==> src/rtl/fir_pkg.sv <==
// Shared FIR definitions: FSM state codes, address-width helper,
// rounding constant and saturation bounds for a given width.
package fir_pkg;

  typedef logic [1:0] state_t;

  localparam state_t S_IDLE = 2'd0;
  localparam state_t S_MAC  = 2'd1;
  localparam state_t S_OUT  = 2'd2;

  // Bits needed to index n entries (at least one).
  function automatic int unsigned addr_w(input int unsigned n);
    int unsigned w;
    w = 0;
    for (int unsigned v = n - 1; v != 0; v = v >> 1) w++;
    return (w == 0) ? 1 : w;
  endfunction

  // Half-LSB of the output scale, added before the arithmetic shift.
  function automatic longint rnd_const(input int unsigned shift);
    return (shift == 0) ? 64'sd0 : (64'sd1 <<< (shift - 1));
  endfunction

  // Largest value representable in a w-bit signed word.
  function automatic longint sat_max(input int unsigned w);
    return (64'sd1 <<< (w - 1)) - 64'sd1;
  endfunction

  // Smallest value representable in a w-bit signed word.
  function automatic longint sat_min(input int unsigned w);
    return -(64'sd1 <<< (w - 1));
  endfunction

endpackage

==> src/rtl/fir_mac_unit.sv <==
// Signed multiply-accumulate: acc <= acc + x*c when en, cleared by clr.
// Ports: clk, reset (sync, active-high), clr, en, x, c, acc (registered).
module fir_mac_unit #(
  parameter int unsigned DATA_W = 16,
  parameter int unsigned COEF_W = 16,
  parameter int unsigned ACC_W  = 37
) (
  input  logic                     clk,
  input  logic                     reset,
  input  logic                     clr,
  input  logic                     en,
  input  logic signed [DATA_W-1:0] x,
  input  logic signed [COEF_W-1:0] c,
  output logic signed [ACC_W-1:0]  acc
);

  localparam int unsigned PROD_W = DATA_W + COEF_W;

  logic signed [PROD_W-1:0] prod;

  // Full-precision product; both operands sign-extended first.
  assign prod = PROD_W'(x) * PROD_W'(c);

  always_ff @(posedge clk) begin
    if (reset)     acc <= '0;
    else if (clr)  acc <= '0;
    else if (en)   acc <= acc + ACC_W'(prod);
  end

endmodule

==> src/rtl/fir_filter_mac.sv <==
// Parametrised FIR filter using one time-multiplexed MAC unit.
// A sample accepted in IDLE is shifted into the delay line, then NTAPS
// MAC cycles run, then the rounded/shifted result is registered with a
// one-cycle out_valid pulse.
// Ports:
//   clk, reset       clock, synchronous active-high reset
//   in_valid/in_ready/in_sample   sample input handshake
//   out_valid/out_sample/out_sat  result pulse, held sample, clamp flag
//   coef_we/coef_addr/coef_wdata  coefficient write port (IDLE only)
// Build option: define FIR_SAT_EN to clamp results to the DATA_W range
// and report clamping on out_sat; otherwise results wrap and out_sat=0.
module fir_filter_mac
  import fir_pkg::*;
#(
  parameter int unsigned DATA_W    = 16,
  parameter int unsigned COEF_W    = 16,
  parameter int unsigned NTAPS     = 32,
  parameter int unsigned OUT_SHIFT = 15
) (
  input  logic                       clk,
  input  logic                       reset,
  input  logic                       in_valid,
  output logic                       in_ready,
  input  logic signed [DATA_W-1:0]   in_sample,
  output logic                       out_valid,
  output logic signed [DATA_W-1:0]   out_sample,
  output logic                       out_sat,
  input  logic                       coef_we,
  input  logic [$clog2(NTAPS)-1:0]   coef_addr,
  input  logic signed [COEF_W-1:0]   coef_wdata
);

  localparam int unsigned AW    = addr_w(NTAPS);
  localparam int unsigned ACC_W = DATA_W + COEF_W + AW;

  localparam logic signed [COEF_W-1:0] COEF_ONE = COEF_W'(sat_max(COEF_W));
  localparam logic signed [ACC_W-1:0]  RND      = ACC_W'(rnd_const(OUT_SHIFT));

  state_t state, state_nx;

  logic signed [DATA_W-1:0] x_q [NTAPS];
  logic signed [COEF_W-1:0] c_q [NTAPS];
  logic [AW-1:0]            k_q;

  logic                     accept;
  logic                     coef_wr;
  logic                     last_tap;
  logic signed [ACC_W-1:0]  acc;
  logic signed [ACC_W-1:0]  acc_rnd;
  logic signed [DATA_W-1:0] res;
  logic                     sat_c;

  assign in_ready = !reset && (state == S_IDLE);
  assign accept   = in_valid && in_ready;
  assign coef_wr  = coef_we && in_ready;
  assign last_tap = (k_q == AW'(NTAPS - 1));

  // State register.
  always_ff @(posedge clk) begin
    if (reset) state <= S_IDLE;
    else       state <= state_nx;
  end

  // Next-state logic.
  always_comb begin
    state_nx = state;
    case (state)
      S_IDLE:  if (accept)   state_nx = S_MAC;
      S_MAC:   if (last_tap) state_nx = S_OUT;
      S_OUT:                 state_nx = S_IDLE;
      default:               state_nx = S_IDLE;
    endcase
  end

  // Single shared MAC; operands selected by the tap counter.
  fir_mac_unit #(
    .DATA_W (DATA_W),
    .COEF_W (COEF_W),
    .ACC_W  (ACC_W)
  ) u_mac (
    .clk   (clk),
    .reset (reset),
    .clr   (accept),
    .en    (state == S_MAC),
    .x     (x_q[k_q]),
    .c     (c_q[k_q]),
    .acc   (acc)
  );

`ifdef FIR_SAT_EN
  localparam logic signed [ACC_W-1:0] SAT_HI = ACC_W'(sat_max(DATA_W));
  localparam logic signed [ACC_W-1:0] SAT_LO = ACC_W'(sat_min(DATA_W));

  logic signed [ACC_W-1:0] acc_shr;

  // Round, shift, then clamp into the output range.
  always_comb begin
    acc_rnd = acc + RND;
    acc_shr = acc_rnd >>> OUT_SHIFT;
    res     = DATA_W'(acc_shr);
    sat_c   = 1'b0;
    if (acc_shr > SAT_HI) begin
      res   = DATA_W'(SAT_HI);
      sat_c = 1'b1;
    end else if (acc_shr < SAT_LO) begin
      res   = DATA_W'(SAT_LO);
      sat_c = 1'b1;
    end
  end
`else
  // Round, shift, keep the low DATA_W bits (wrap-around).
  always_comb begin
    acc_rnd = acc + RND;
    res     = DATA_W'(acc_rnd >>> OUT_SHIFT);
    sat_c   = 1'b0;
  end
`endif

  // Delay line, coefficient file, tap counter and output registers.
  always_ff @(posedge clk) begin
    if (reset) begin
      for (int unsigned i = 0; i < NTAPS; i++) begin
        x_q[i] <= '0;
        c_q[i] <= '0;
      end
      c_q[0]     <= COEF_ONE;
      k_q        <= '0;
      out_valid  <= 1'b0;
      out_sample <= '0;
      out_sat    <= 1'b0;
    end else begin
      out_valid <= 1'b0;
      // Write lands at the accept edge, so the MAC sees the new value.
      if (coef_wr) c_q[coef_addr] <= coef_wdata;
      if (accept) begin
        x_q[0] <= in_sample;
        for (int unsigned i = 1; i < NTAPS; i++) x_q[i] <= x_q[i-1];
        k_q <= '0;
      end else if (state == S_MAC) begin
        k_q <= k_q + AW'(1);
      end
      if (state == S_OUT) begin
        out_valid  <= 1'b1;
        out_sample <= res;
        out_sat    <= sat_c;
      end
    end
  end

endmodule

==> config.mk <==
export PLATFORM = sky130hd
export DESIGN_NAME = fir_filter_mac
export DESIGN_NICKNAME = d
export VERILOG_FILES = /design/src/rtl/fir_pkg.sv /design/src/rtl/fir_mac_unit.sv /design/src/rtl/fir_filter_mac.sv
export SDC_FILE = /design/constraint.sdc
export NUM_CORES = 2
export LEC_CHECK = 0
export CAP_MARGIN = 20
export CORE_UTILIZATION = 28
export CTS_BUF_LIST = sky130_fd_sc_hd__clkbuf_16
export DETAILED_ROUTE_END_ITERATION = 7
export GPL_TIMING_DRIVEN = 0
export PLACE_DENSITY = 0.49
export SLEW_MARGIN = 10
export SYNTH_ARGS = -nofsm -noshare
export SYNTH_HDL_FRONTEND = slang
export SYNTH_SLANG_ARGS = --single-unit
export TNS_END_PERCENT = 30
==> constraint.sdc <==
create_clock -name clk -period 34.9 [get_ports clk]
set_clock_uncertainty 0.05 [all_clocks]
set_input_delay 5.235 -clock clk [delete_from_list [all_inputs] [get_ports clk]]
set_output_delay 5.235 -clock clk [all_outputs]
set_load 0.02 [all_outputs]
==> impl_metrics.prom <==
# TYPE chip_impl_metric gauge
chip_impl_metric{name="timing.critical_path.slowest_cell_delay",unit="ps"} 730
chip_impl_metric{name="cts.sinks",unit=""} 1084
chip_impl_metric{name="clkSlewWorstSetupHoldPaths",unit="ps"} 60
chip_impl_metric{name="setup_viol",unit=""} 0
chip_impl_metric{name="yosys.area_share.adder",unit=""} 0.118
chip_impl_metric{name="postCtsResizedCells",unit=""} 0
chip_impl_metric{name="syn-num-nets",unit=""} 4628
chip_impl_metric{name="timing_max_transition_violations_final",unit=""} 0
chip_impl_metric{name="muxShareOfSynthArea",unit=""} 0.126
chip_impl_metric{name="syn_avg_cell_area",unit="sq um"} 14.0
chip_impl_metric{name="worst_skew_pair.late_latency",unit="ps"} 790
chip_impl_metric{name="dieArea",unit="sq um"} 212000
chip_impl_metric{name="die_w",unit="um"} 461
chip_impl_metric{name="tot_gr_track_use",unit=""} 0.170
chip_impl_metric{name="detailedRoute.firstIterationViolations",unit=""} 3436
chip_impl_metric{name="initial_cell_density_of_the_core",unit=""} 0.282
chip_impl_info{name="cell_breakdown_of_the_critical_path",value="clkdlybuf4s50_1, nor3_2, buf_6, clkbuf_1, clkbuf_1, clkdlybuf4s50_1"} 1
chip_impl_metric{name="synthSimpleGateAreaFrac",unit=""} 0.148
chip_impl_metric{name="synthXorXnorAreaFrac",unit=""} 0.00802
chip_impl_metric{name="max_cap_viol_count",unit=""} 0
chip_impl_metric{name="routed_wl",unit="um"} 181000
chip_impl_info{name="mostFrequentLayoutCell",value="edfxtp_1"} 1
chip_impl_metric{name="synth_warnings",unit=""} 0
chip_impl_metric{name="drt_wl_cell",unit="um"} 24.8
chip_impl_metric{name="cts_made_buffers",unit=""} 120
chip_impl_metric{name="area.growth.synth_to_final",unit="%"} 14.2
chip_impl_info{name="worstSetupEndpointType",value="primary output"} 1
chip_impl_info{name="startpoint_type",value="input pin"} 1
chip_impl_info{name="slowest_stage",value="clkdlybuf4s50_1"} 1
chip_impl_metric{name="syn_area",unit="sq um"} 59000
chip_impl_metric{name="timing.setup.tns",unit="ps"} 0
chip_impl_metric{name="number_of_buffers_inserted_by_hold_repair_at_cts",unit=""} 0
chip_impl_metric{name="layout_worst_path_cycle_share",unit=""} 0.391
chip_impl_info{name="failed_checks",value="DRC"} 1
chip_impl_metric{name="cp_data_arrival_time",unit="ps"} 8370
chip_impl_metric{name="synth_cell_type_count",unit=""} 59
chip_impl_metric{name="post_synthesis_async_set_or_reset_flop_share",unit=""} 0
chip_impl_metric{name="dr_total_vias",unit=""} 35100
chip_impl_metric{name="period_minus_slack",unit="ps"} 13660
chip_impl_metric{name="synth_seq_cells",unit=""} 1084
chip_impl_metric{name="final_hold_viol_count",unit=""} 0
chip_impl_metric{name="hpwl_dp",unit="um"} 134000
chip_impl_metric{name="clock_tree.htree_level_count",unit=""} 3
chip_impl_metric{name="clk_path_buf_depth",unit=""} 3
chip_impl_metric{name="final_core_utilization",unit=""} 0.322
chip_impl_metric{name="worst_slew_margin",unit=""} 0.233
chip_impl_metric{name="post_route_cells_drive_above_1_share",unit=""} 0.143
chip_impl_metric{name="grt_max_degree",unit=""} 61
chip_impl_metric{name="timing.critical_path.required",unit="ps"} 29610
chip_impl_metric{name="globalplace.congestion",unit=""} 0.840
chip_impl_metric{name="drc",unit=""} 3
chip_impl_metric{name="number_of_synthesized_flops_with_an_enable_pin",unit=""} 1024
chip_impl_info{name="most-common-layout-cells",value="1024 x edfxtp_1, 503 x and2_1, 380 x inv_1"} 1
chip_impl_metric{name="fp-row-count",unit=""} 168
chip_impl_info{name="run_status",value="finished, violations left"} 1
chip_impl_metric{name="ys_seq_area_frac",unit=""} 0.542
chip_impl_info{name="min_path_type",value="register to register"} 1
chip_impl_info{name="yosys_most_used_dff",value="edfxtp_1"} 1
chip_impl_info{name="main_combinational_cell_family_by_area_after_synthesis",value="simple AND/OR/NAND/NOR gates"} 1
chip_impl_metric{name="grt_overflow",unit=""} 0
chip_impl_metric{name="io_buffer_count",unit=""} 57
chip_impl_metric{name="syn_inst",unit=""} 4204
chip_impl_metric{name="io-pin-count",unit=""} 60
chip_impl_metric{name="critical_path.max_fanout",unit=""} 10
chip_impl_metric{name="fmax",unit="MHz"} 73.2
chip_impl_info{name="rsz0062_at_grt",value="false"} 1
chip_impl_metric{name="worstMarginPinSlew",unit="ps"} 1130
chip_impl_metric{name="synth_compound_gate_area_share",unit=""} 0.0144
chip_impl_metric{name="first_pass_grt_wire_length",unit="um"} 260000
chip_impl_info{name="critical_path_class",value="input pin to primary output"} 1
chip_impl_metric{name="initial_antenna_violation_count",unit=""} 7
chip_impl_metric{name="cts_setup_buffers",unit=""} 0
chip_impl_metric{name="chipHeight",unit="um"} 461
chip_impl_metric{name="grt_pass1_vias",unit=""} 35600
chip_impl_metric{name="antenna_violating_nets_post_route",unit=""} 0
chip_impl_metric{name="drtPass1Iterations",unit=""} 7
chip_impl_info{name="cts-root-buf",value="clkbuf_16"} 1
chip_impl_metric{name="core_area",unit="sq um"} 209000
chip_impl_metric{name="filler_cell_count",unit=""} 20800
chip_impl_info{name="tritoncts_clock_tree",value="yes"} 1
chip_impl_metric{name="nNetsFinal",unit=""} 4827
chip_impl_metric{name="routed_via_density",unit=""} 4.81
## flip-flops by register name, summed over array words and instances (netlist names), named ones only
| register | count |
|---|---|
| u_mac.acc | 31 |
| state | 2 |
| out_valid | 1 |
| c_q | 512 |
| x_q | 512 |
| k_q | 5 |
| out_sample | 16 |
## logic make-up (layout without fill, tap and decap cells)
family,Yosys count,after routing
simple gates,1545,1545
other cells,1,3
fa+ha+maj,383,383
flops,1084,1084
compound gates,135,135
xor+xnor,54,54
mux,350,350
buf+inv,652,950
## cell usage after synthesis, drive strengths merged (3+ instances only)
cell type / instances / area [sq um]
inv: 356 / 1340
o31ai: 3 / 22.5
or2: 40 / 250
xnor2: 35 / 307
xor2: 19 / 166
nand2: 148 / 556
or3: 17 / 106
fa: 285 / 5710
a22oi: 6 / 45.0
mux2i: 34 / 432
buf: 61 / 367
edfxtp: 1024 / 30700
and2: 503 / 3150
a211oi: 18 / 148
mux4: 308 / 6940
a21oi: 51 / 255
nand3: 26 / 130
and4: 3 / 26.3
dfxtp: 60 / 1200
nand2b: 24 / 150
clkbuf: 235 / 882
o21ai: 26 / 130
a21o: 9 / 67.6
mux2: 8 / 90.1
nor3: 9 / 45.0
ha: 98 / 1230
nor2: 222 / 833
and3: 299 / 1870
o21a: 3 / 22.5
nor2b: 243 / 1520
nand4: 6 / 37.5
## worst max-delay path, delay by kind of cell
kind	cells	cell delay, ps
buffers and inverters	5	2810
and+or+nand+nor	1	290
## worst paths after layout
path,to,slack (ps),depth (start not counted),start
setup reg to reg,u_mac.acc[24]$_SDFFE_PP0P_,23420,30,register
setup / recovery,in_ready,21240,6,reset
hold / removal,u_mac.acc[3]$_SDFFE_PP0P_,410,2,u_mac.acc[3]$_SDFFE_PP0P_
hold reg to reg,u_mac.acc[3]$_SDFFE_PP0P_,410,2,u_mac.acc[3]$_SDFFE_PP0P_
## metrics by stage
step | setup WS [ps] | std cells | hold WS, ps | area, sq um
after floorplan | 13730 | 4204 | 386 | 59000
after global placement | 3830 | 7066 | 396 | 63000
after detailed placement | 21050 | 7086 | 404 | 63500
after CTS | 21040 | 7307 | 412 | 67300
after global routing | 21060 | 7308 | 429 | 67300
final | 21240 | 7309 | 414 | 67300
## layer usage
layer	vias up	GRT usage	wire length (um)
li1	15200	-	-
met1	18600	0.236	81600
met2	1043	0.279	86300
met3	214	0.0246	9510
met4	2	0.0402	4010
met5	-	0	13
## area by class of cell
class | count | area (sq um) | share of cell area
sequential | 1084 | 32000 | 0.475
clock inverter | 100 | 810 | 0.0120
inverter | 356 | 1340 | 0.0198
tap | 2805 | 3510 | 0.0521
multi-input combinational | 2468 | 24400 | 0.363
timing repair buffer | 77 | 968 | 0.0144
buffer | 296 | 1280 | 0.0191
antenna | 2 | 5.00 | 0.0000743
clock buffer | 121 | 3030 | 0.0450
Power is left out: the tool's default activity adds up to more than one toggle a clock period on the data nets, which glitch-free logic cannot reach.
